File: config.mk
export PLATFORM = sky130hd
export DESIGN_NAME = noise_bank_flat
export DESIGN_NICKNAME = d
export VERILOG_FILES = /design/src/rtl/noise_bank_if.sv /design/src/rtl/noise_bank.sv /design/src/flat_wrapper.sv
export SDC_FILE = /design/constraint.sdc
export NUM_CORES = 1
export LEC_CHECK = 0
export ABC_AREA = 0
export BUFFER_PORTS_ARGS = -buffer_cell sky130_fd_sc_hd__buf_2
export CAP_MARGIN = 30
export CORE_UTILIZATION = 40
export CTS_BUF_LIST = sky130_fd_sc_hd__clkbuf_4 sky130_fd_sc_hd__clkbuf_8 sky130_fd_sc_hd__clkbuf_16
export DETAILED_ROUTE_END_ITERATION = 7
export MAX_ROUTING_LAYER = met4
export PLACE_DENSITY_LB_ADDON = 0.1
export SETUP_SLACK_MARGIN = 0.02
export SLEW_MARGIN = 0
export SYNTH_ARGS = -nofsm -noshare
export SYNTH_HDL_FRONTEND = slang
export SYNTH_SLANG_ARGS = --single-unit
File: constraint.sdc
create_clock -name clk -period 5.89 [get_ports clk]
set_input_delay 0.2945 -clock clk [delete_from_list [all_inputs] [get_ports clk]]
set_output_delay 0.2945 -clock clk [all_outputs]
set_load 0.02 [all_outputs]
File: src/rtl/noise_bank_if.sv
// Divisor-write port plus per-channel gate inputs and noise/step outputs of noise_bank.
interface noise_bank_if #(
  parameter int CHANNELS = 4,
  parameter int DIV_W    = 24
);
  localparam int CW = (CHANNELS > 1) ? $clog2(CHANNELS) : 1;

  logic                wr_en;
  logic [CW-1:0]       wr_chan;
  logic [DIV_W-1:0]    wr_div;
  logic [CHANNELS-1:0] trig;
  logic [CHANNELS-1:0] out;
  logic [CHANNELS-1:0] step;

  modport master (output wr_en, wr_chan, wr_div, trig, input out, step);
  modport slave  (input wr_en, wr_chan, wr_div, trig, output out, step);
endinterface

File: src/rtl/noise_bank.sv
// Multi-channel gated Galois-LFSR noise voices, each stepped by its own run-time divisor.
// Define NOISE_BANK_TRIG_SYNC_EN to pass trig through a 2-flop synchroniser (adds 2 cycles).
module noise_bank #(
  parameter int CHANNELS    = 4,
  parameter int LFSR_W      = 8,
  parameter int DIV_W       = 24,
  parameter int DEFAULT_DIV = 56818,
  parameter int RELEASE     = 4
) (
  input logic         clk,
  input logic         reset,
  noise_bank_if.slave bus
);
  localparam logic [LFSR_W-1:0] MASK =
    (LFSR_W == 16) ? LFSR_W'(16'hB400) :
    (LFSR_W == 12) ? LFSR_W'(16'h0E08) : LFSR_W'(16'h00B8);
  localparam logic [7:0] REL_LAST = 8'((RELEASE > 0) ? RELEASE - 1 : 0);

  typedef enum logic [1:0] {IDLE, ON, REL} gate_t;

  logic [DIV_W-1:0]    div   [CHANNELS];
  logic [DIV_W-1:0]    cnt   [CHANNELS];
  logic [LFSR_W-1:0]   lfsr  [CHANNELS];
  logic [7:0]          rel   [CHANNELS];
  gate_t               state [CHANNELS];
  logic [CHANNELS-1:0] tick, wr_hit, trig_s, out_q, step_q;

`ifdef NOISE_BANK_TRIG_SYNC_EN
  logic [CHANNELS-1:0] trig_m;
  always_ff @(posedge clk) begin
    if (reset) begin
      trig_m <= '0;
      trig_s <= '0;
    end else begin
      trig_m <= bus.trig;
      trig_s <= trig_m;
    end
  end
`else
  assign trig_s = bus.trig;
`endif

  // A write to the channel suppresses its tick: the write wins.
  always_comb begin
    tick   = '0;
    wr_hit = '0;
    for (int i = 0; i < CHANNELS; i++) begin
      wr_hit[i] = bus.wr_en && (int'(bus.wr_chan) == i);
      tick[i]   = (div[i] != '0) && (cnt[i] == div[i] - DIV_W'(1)) && !wr_hit[i];
    end
  end

  always_ff @(posedge clk) begin
    if (reset) begin
      for (int i = 0; i < CHANNELS; i++) begin
        div[i]   <= DIV_W'(DEFAULT_DIV);
        cnt[i]   <= '0;
        lfsr[i]  <= LFSR_W'(i + 1);
        rel[i]   <= '0;
        state[i] <= IDLE;
      end
      out_q  <= '0;
      step_q <= '0;
    end else begin
      for (int i = 0; i < CHANNELS; i++) begin
        if (wr_hit[i]) begin
          div[i] <= bus.wr_div;
          cnt[i] <= '0;
        end else if (div[i] == '0 || tick[i]) begin
          cnt[i] <= '0;
        end else begin
          cnt[i] <= cnt[i] + DIV_W'(1);
        end

        if (lfsr[i] == '0)
          lfsr[i] <= LFSR_W'(i + 1);
        else if (tick[i])
          lfsr[i] <= lfsr[i][0] ? ((lfsr[i] >> 1) ^ MASK) : (lfsr[i] >> 1);

        out_q[i]  <= lfsr[i][0] & (state[i] != IDLE);
        step_q[i] <= tick[i];

        // A tick coinciding with the fall is not counted toward the release.
        unique case (state[i])
          IDLE: if (trig_s[i]) state[i] <= ON;
          ON: if (!trig_s[i]) begin
            rel[i]   <= '0;
            state[i] <= (RELEASE == 0) ? IDLE : REL;
          end
          REL: if (trig_s[i]) begin
            rel[i]   <= '0;
            state[i] <= ON;
          end else if (tick[i]) begin
            if (rel[i] == REL_LAST) state[i] <= IDLE;
            rel[i] <= rel[i] + 8'd1;
          end
          default: state[i] <= IDLE;
        endcase
      end
    end
  end

  assign bus.out  = out_q;
  assign bus.step = step_q;
endmodule

File: src/flat_wrapper.sv
// flat-port wrapper written by rule: the top's interface ports become plain ports
module noise_bank_flat 
#(
  parameter int CHANNELS    = 4,
  parameter int LFSR_W      = 8,
  parameter int DIV_W       = 24,
  parameter int DEFAULT_DIV = 56818,
  parameter int RELEASE     = 4
)
  (clk, reset, bus_wr_en, bus_wr_chan, bus_wr_div, bus_trig, bus_out, bus_step);
  noise_bank_if #(.CHANNELS(CHANNELS), .DIV_W(DIV_W)) bus_i ();
  input logic clk;
  input logic reset;
  input wire logic [$bits(bus_i.wr_en)-1:0] bus_wr_en;
  input wire logic [$bits(bus_i.wr_chan)-1:0] bus_wr_chan;
  input wire logic [$bits(bus_i.wr_div)-1:0] bus_wr_div;
  input wire logic [$bits(bus_i.trig)-1:0] bus_trig;
  output wire logic [$bits(bus_i.out)-1:0] bus_out;
  output wire logic [$bits(bus_i.step)-1:0] bus_step;
  assign bus_i.wr_en = bus_wr_en;
  assign bus_i.wr_chan = bus_wr_chan;
  assign bus_i.wr_div = bus_wr_div;
  assign bus_i.trig = bus_trig;
  assign bus_out = bus_i.out;
  assign bus_step = bus_i.step;
  noise_bank #(.CHANNELS(CHANNELS), .LFSR_W(LFSR_W), .DIV_W(DIV_W), .DEFAULT_DIV(DEFAULT_DIV), .RELEASE(RELEASE)) u_core (.clk(clk), .reset(reset), .bus(bus_i));
endmodule
### Yosys cells after proc, flatten, opt, wreduce, memory -nomap -nowiden

Memories as Yosys holds them, arrays and structs flattened.
Cells that the tools add are included.

| storage, ports and cells | value |
|---|---|
| bits in registers | 8 |
| bits in writable memories | 264 |
| logic and storage cells | 377 |
| memories | 5 |

| cells by class | value |
|---|---|
| add/subtract/negate cells | 12 |
| equal/unequal tests | 19 |
| mux-type cells | 230 |
| bitwise logic cells | 64 |
| reduce and logical (&&, ||, !) cells | 45 |

Memories:

| memory | words | bits a word | rd ports | clocked after memory_dff | write ports | line | text |
|---|---|---|---|---|---|---|---|
| u_core.cnt | 4 | 24 | 4 | 0 | 4 | noise_bank.sv:22 | `logic [DIV_W-1:0] cnt [CHANNELS];` |
| u_core.div | 4 | 24 | 4 | 0 | 4 | noise_bank.sv:21 | `logic [DIV_W-1:0] div [CHANNELS];` |
| u_core.lfsr | 4 | 8 | 4 | 0 | 4 | noise_bank.sv:23 | `logic [LFSR_W-1:0] lfsr [CHANNELS];` |
| u_core.rel | 4 | 8 | 4 | 0 | 4 | noise_bank.sv:24 | `logic [7:0] rel [CHANNELS];` |
| u_core.state | 4 | 2 | 4 | 0 | 4 | noise_bank.sv:25 | `gate_t state [CHANNELS];` |

Operator list:

| kind | number |
|---|---|
| $mux 24 | 16 |
| $mux 8 | 24 |
| $mux 1 | 170 |
| $add 24x1->24 const B | 4 |
| $eq 24x24->1 | 4 |
| $logic_not 24->1 | 4 |
| $reduce_bool 24->1 | 4 |
| $sub 24x1->24 const B | 4 |
| $or 1x1->1 | 56 |
| $mux 2 | 20 |
| $add 8x1->8 const B | 4 |
| $eq 8x2->1 const B | 4 |
| $logic_not 8->1 | 4 |
| $not 3->4 | 4 |
| $eq 2x2->1 const B | 6 |
| $logic_and 1x1->1 | 12 |
| $reduce_or 3->1 | 4 |
| $eq 2x1->1 const B | 5 |
| $logic_not 2->1 | 5 |
| $reduce_bool 2->1 | 4 |
| $and 1x1->1 | 4 |
| $logic_not 1->1 | 4 |
| $logic_or 1x1->1 | 4 |

### Logic depth before layout (Yosys ltp)

| logic depth | value |
|---|---|
| depth after elaboration | 11 |
| gate-level depth with buffers | 12 |
| mapped depth without buffers | 10 |

### Least setup slack after synthesis

OpenSTA, ideal clock, no wires.

| timing path | value |
|---|---|
| kind | register to register |
| start point | memory u_core.div[0][7] |
| end point | memory u_core.rel[0][0], enable pin |
| data arrival time | 3.255 ns |
| data required time | 5.506 ns |
| setup slack | 2.251 ns |
| stages on the path, launching flop included | 10 |
| buffers on the path | 1 |
| path through | edfxtp_1 > or4_4 > or4b_1 > buf_2 > or4_1 > o21bai_1 > a31oi_4 > nor2_2 > a21oi_1 > o21ai_0 |

RTL lines:

| what | line |
|---|---|
| start, declared | noise_bank.sv:21 |
| end, declared | noise_bank.sv:24 |

==> results.yml <==
power:
  combPwrFrac_pct: 10.2
  irDropWorstVdd_mv: 0.217
  p_sw_share_pct: 25.6
  pwr_density_cell_mw_per_mm2: 275
  p_leak_uw: 0.00634
  internal_power_uw: 3740
  p_seq_share_pct: 48.7
  power.net_switching_uw: 1290
  pwr-share-clk_pct: 41.1
sta:
  finalHoldViolCount: 0
  fin_crit_sh_pct: 68.2
  setup_viol: 0
  worst_pin_slew_ps: 943
  slew_violations: 0
  rsz0062_at_grt: "false"
  fin_ws_ps: 1870
  fin_crit_ps: 4020
  skew_ps: 12.8
  fmax_mhz: 249
  slew_headroom_pct: 37.1
  setup_tns_ps: 0
drt:
  drc: 0
  dr_total_vias: 11800
  postRouteAntennaNets: 0
  dr.first_iter.drc_count: 612
  wl_um: 39300
  firstDrtPassIters: 5
  drt-vias-per-instance: 5.33
  wl_per_cell_um: 17.7
synthesis:
  yosys_warnings: 0
  synth-edff-count: 264
  syn_area_per_cell_um2: 10.4
  synth_flop_cell: "edfxtp_1"
  synthTopCellsByArea: "edfxtp_1, xnor2_1, xor2_1"
  synthArstFlopShare_pct: 0
  yosys.area.top_type: "edfxtp_1"
  ys_types: 84
  ys_seq_area_share_pct: 50.2
  syn_inst: 1544
  synth_top_area_share_pct: 49.2
  ys_ff_latch: 272
  syn_area_mm2: 0.0161
cells_and_area:
  layout_common_cells: "edfxtp_1, nor2_1, xnor2_1"
  drive_gt1_share_pct: 8.28
  fillers: 3786
  areaGrowthSynthToFinish_pct: 13.4
  antenna_cells: 0
  nNetsFinal: 1715
  seq_area_mm2: 0.00809
  multi_input_area_mm2: 0.00803
  fin_cells: 2216
  final_common_cell: "edfxtp_1"
  final_util_pct: 46.0
critical_path:
  path_cells: "nor4_2, nand4_1, or3_1, xnor2_1, nor3_1, nand4b_1, or4_1, nor2_1"
  regToRegSetupSlack_ps: 1870
  cp_top_family: "simple AND/OR/NAND/NOR gates"
  ff2ff_path_depth: 8
  crit_buf_inv: 0
  crit_type: "flip-flop to flip-flop"
  crit_path_max_incr_delay_ps: 830
  cp_slowest_cell: "or4_1"
  worstReg2RegStart: "u_core.div[0][74]$_SDFFCE_PN0P_"
  timing.rr.end: "u_core.rel[0][27]$_SDFFCE_PN0P_"
  cp-end-kind: "flip-flop"
  crit_fanout: 9
  critPathLaunchType: "flip-flop"
  crit_arrival_ps: 4410
  worstPathRequired_ps: 6280
place:
  hpwl_um: 28400
  port_buffers: 40
  gp_congestion: 0.856
  dp.cells: 2156
  pre_cts_slack_ps: 1790
hold_path:
  worstHoldStart: "bus_trig[3]"
  hp-class: "input port to flip-flop"
  hold_depth: 2
  holdPathEnd: "u_core.state[0][7]$_SDFFCE_PP0P_"
clocking:
  clock_sink_count: 272
  cts_buffers: 34
  clockBufferDepth: 3
  post_cts_resized: 0
  clock_latency_ps: 540
  cts_tree: "yes"
  clock_tree.root_cell: "clkbuf_16"
  clk_pin_slew_worst_paths_ps: 60
  h-tree-depth: 2
  cts_setup_buffers: 0
  cts_hold_buffers: 0
global_routing:
  grt_pass1_vias: 11400
  grt_util_all_layers_pct: 20.1
  gr-total-overflow: 0
  grt_first_pass_wirelength_um: 62600
  antenna_found_initial: 1
  grt_start_max_net_pins: 52
floorplan:
  core_area_mm2: 0.0397
  row_count: 73
  die_area_mm2: 0.0411
  fp.dieH_um: 203
  ios: 41
  initial_core_util_pct: 40.6
  floorplan.die.width_um: 203
job:
  maxCapViolCount: 0
outcome:
  status: "finished, final reports clean"
kinds of logic (layout without fill, tap and decap cells):
logic type | after synthesis | in the layout | synth area share [%]
buffers and inverters | 91 | 143 | 2.26
adders and majority gates | 15 | 15 | 1.16
other | 1 | 96 | 0.0233
muxes | 8 | 8 | 0.520
DFF | 272 | 272 | 50.2
AOI/OAI and AO/OA | 132 | 132 | 6.02
xor gates and xnor gates | 238 | 238 | 12.9
and+or+nand+nor | 787 | 787 | 26.9
flip-flops by register name, indices dropped and copies added, names as in the netlist:
signal / count
u_core.cnt: 96
u_core.div: 96
u_core.lfsr: 32
u_core.rel: 32
u_core.state: 8
u_core.bus.out: 4
u_core.bus.step: 4
worst max-delay path by stage:
stage | cells after the start | endpoint | from | slack (ps)
2_1_floorplan | 9 | u_core.rel[0][0]$_SDFFCE_PN0P_ | u_core.div[0][7]$_SDFFCE_PN1P_ | 2250
3_3_place_gp | 8 | u_core.rel[0][5]$_SDFFCE_PN0P_ | u_core.div[0][3]$_SDFFCE_PN0P_ | 1670
3_5_place_dp | 8 | u_core.rel[0][26]$_SDFFCE_PN0P_ | u_core.div[0][74]$_SDFFCE_PN0P_ | 1790
4_1_cts | 8 | u_core.rel[0][27]$_SDFFCE_PN0P_ | u_core.div[0][74]$_SDFFCE_PN0P_ | 1800
5_1_grt | 11 | u_core.lfsr[2][4]$_SDFFCE_PN0P_ | u_core.div[0][48]$_SDFFCE_PN0P_ | 1540
6_report | 8 | u_core.rel[0][27]$_SDFFCE_PN0P_ | u_core.div[0][74]$_SDFFCE_PN0P_ | 1870
layout make-up:
class                      instances  area share (%)
inverter                          34           0.698
sequential                       272            44.3
tap                              525            3.59
clock buffer                      50            5.60
timing repair buffer              49            1.55
clock inverter                    10           0.390
multi-input combinational       1276            43.9
layer usage:
layer | global-route usage [%] | up-vias | routed length, um
met5 | - | - | 0
li1 | - | 5821 | -
met1 | 25.5 | 5659 | 17700
met3 | 3.18 | 96 | 1580
met4 | 8.62 | 0 | 1550
met2 | 31.7 | 236 | 18400
Yosys cell counts (all sizes together), types with 5 or more instances:
library cell  number
ha                15
o21ai             20
nand4             25
or3               64
nor3              60
nor3b             18
nand2b            21
a211oi             5
o21bai             8
dfxtp              8
edfxtp           264
nand4b             7
mux2i              5
o211ai             7
xor2             109
and2              78
xnor2            129
nor4              44
or4b               6
nand3b            11
nor2b             10
nand3             91
o31ai              5
or4               17
a21o               6
inv               34
or2               12
nor2             183
nor4b             10
buf               11
nand2             65
a31oi             12
and3              56
a21oi             23
a311oi             7
clkbuf            46
through the flow:
| step | total power (uW) | hold WS [ps] | area (um2) |
|---|---|---|---|
| finish | 5020 | 128 | 18300 |
| global route | 5230 | 128 | 18300 |
| CTS | 5080 | 91.6 | 18300 |
| detailed placement | 2990 | 527 | 17200 |
| global placement | 2980 | 520 | 17100 |
| floorplan | 2810 | 472 | 16500 |
power groups by stage:
stage / clock [uW] / sequential, uW / combinational (uW)
global route: 2190 / 2470 / 572
CTS: 2130 / 2450 / 511
global placement: 0 / 2480 / 498
detailed placement: 0 / 2490 / 507
finish: 2070 / 2450 / 510
floorplan: 0 / 2410 / 400
No activity file was read; power rests on OpenSTA's default activity.
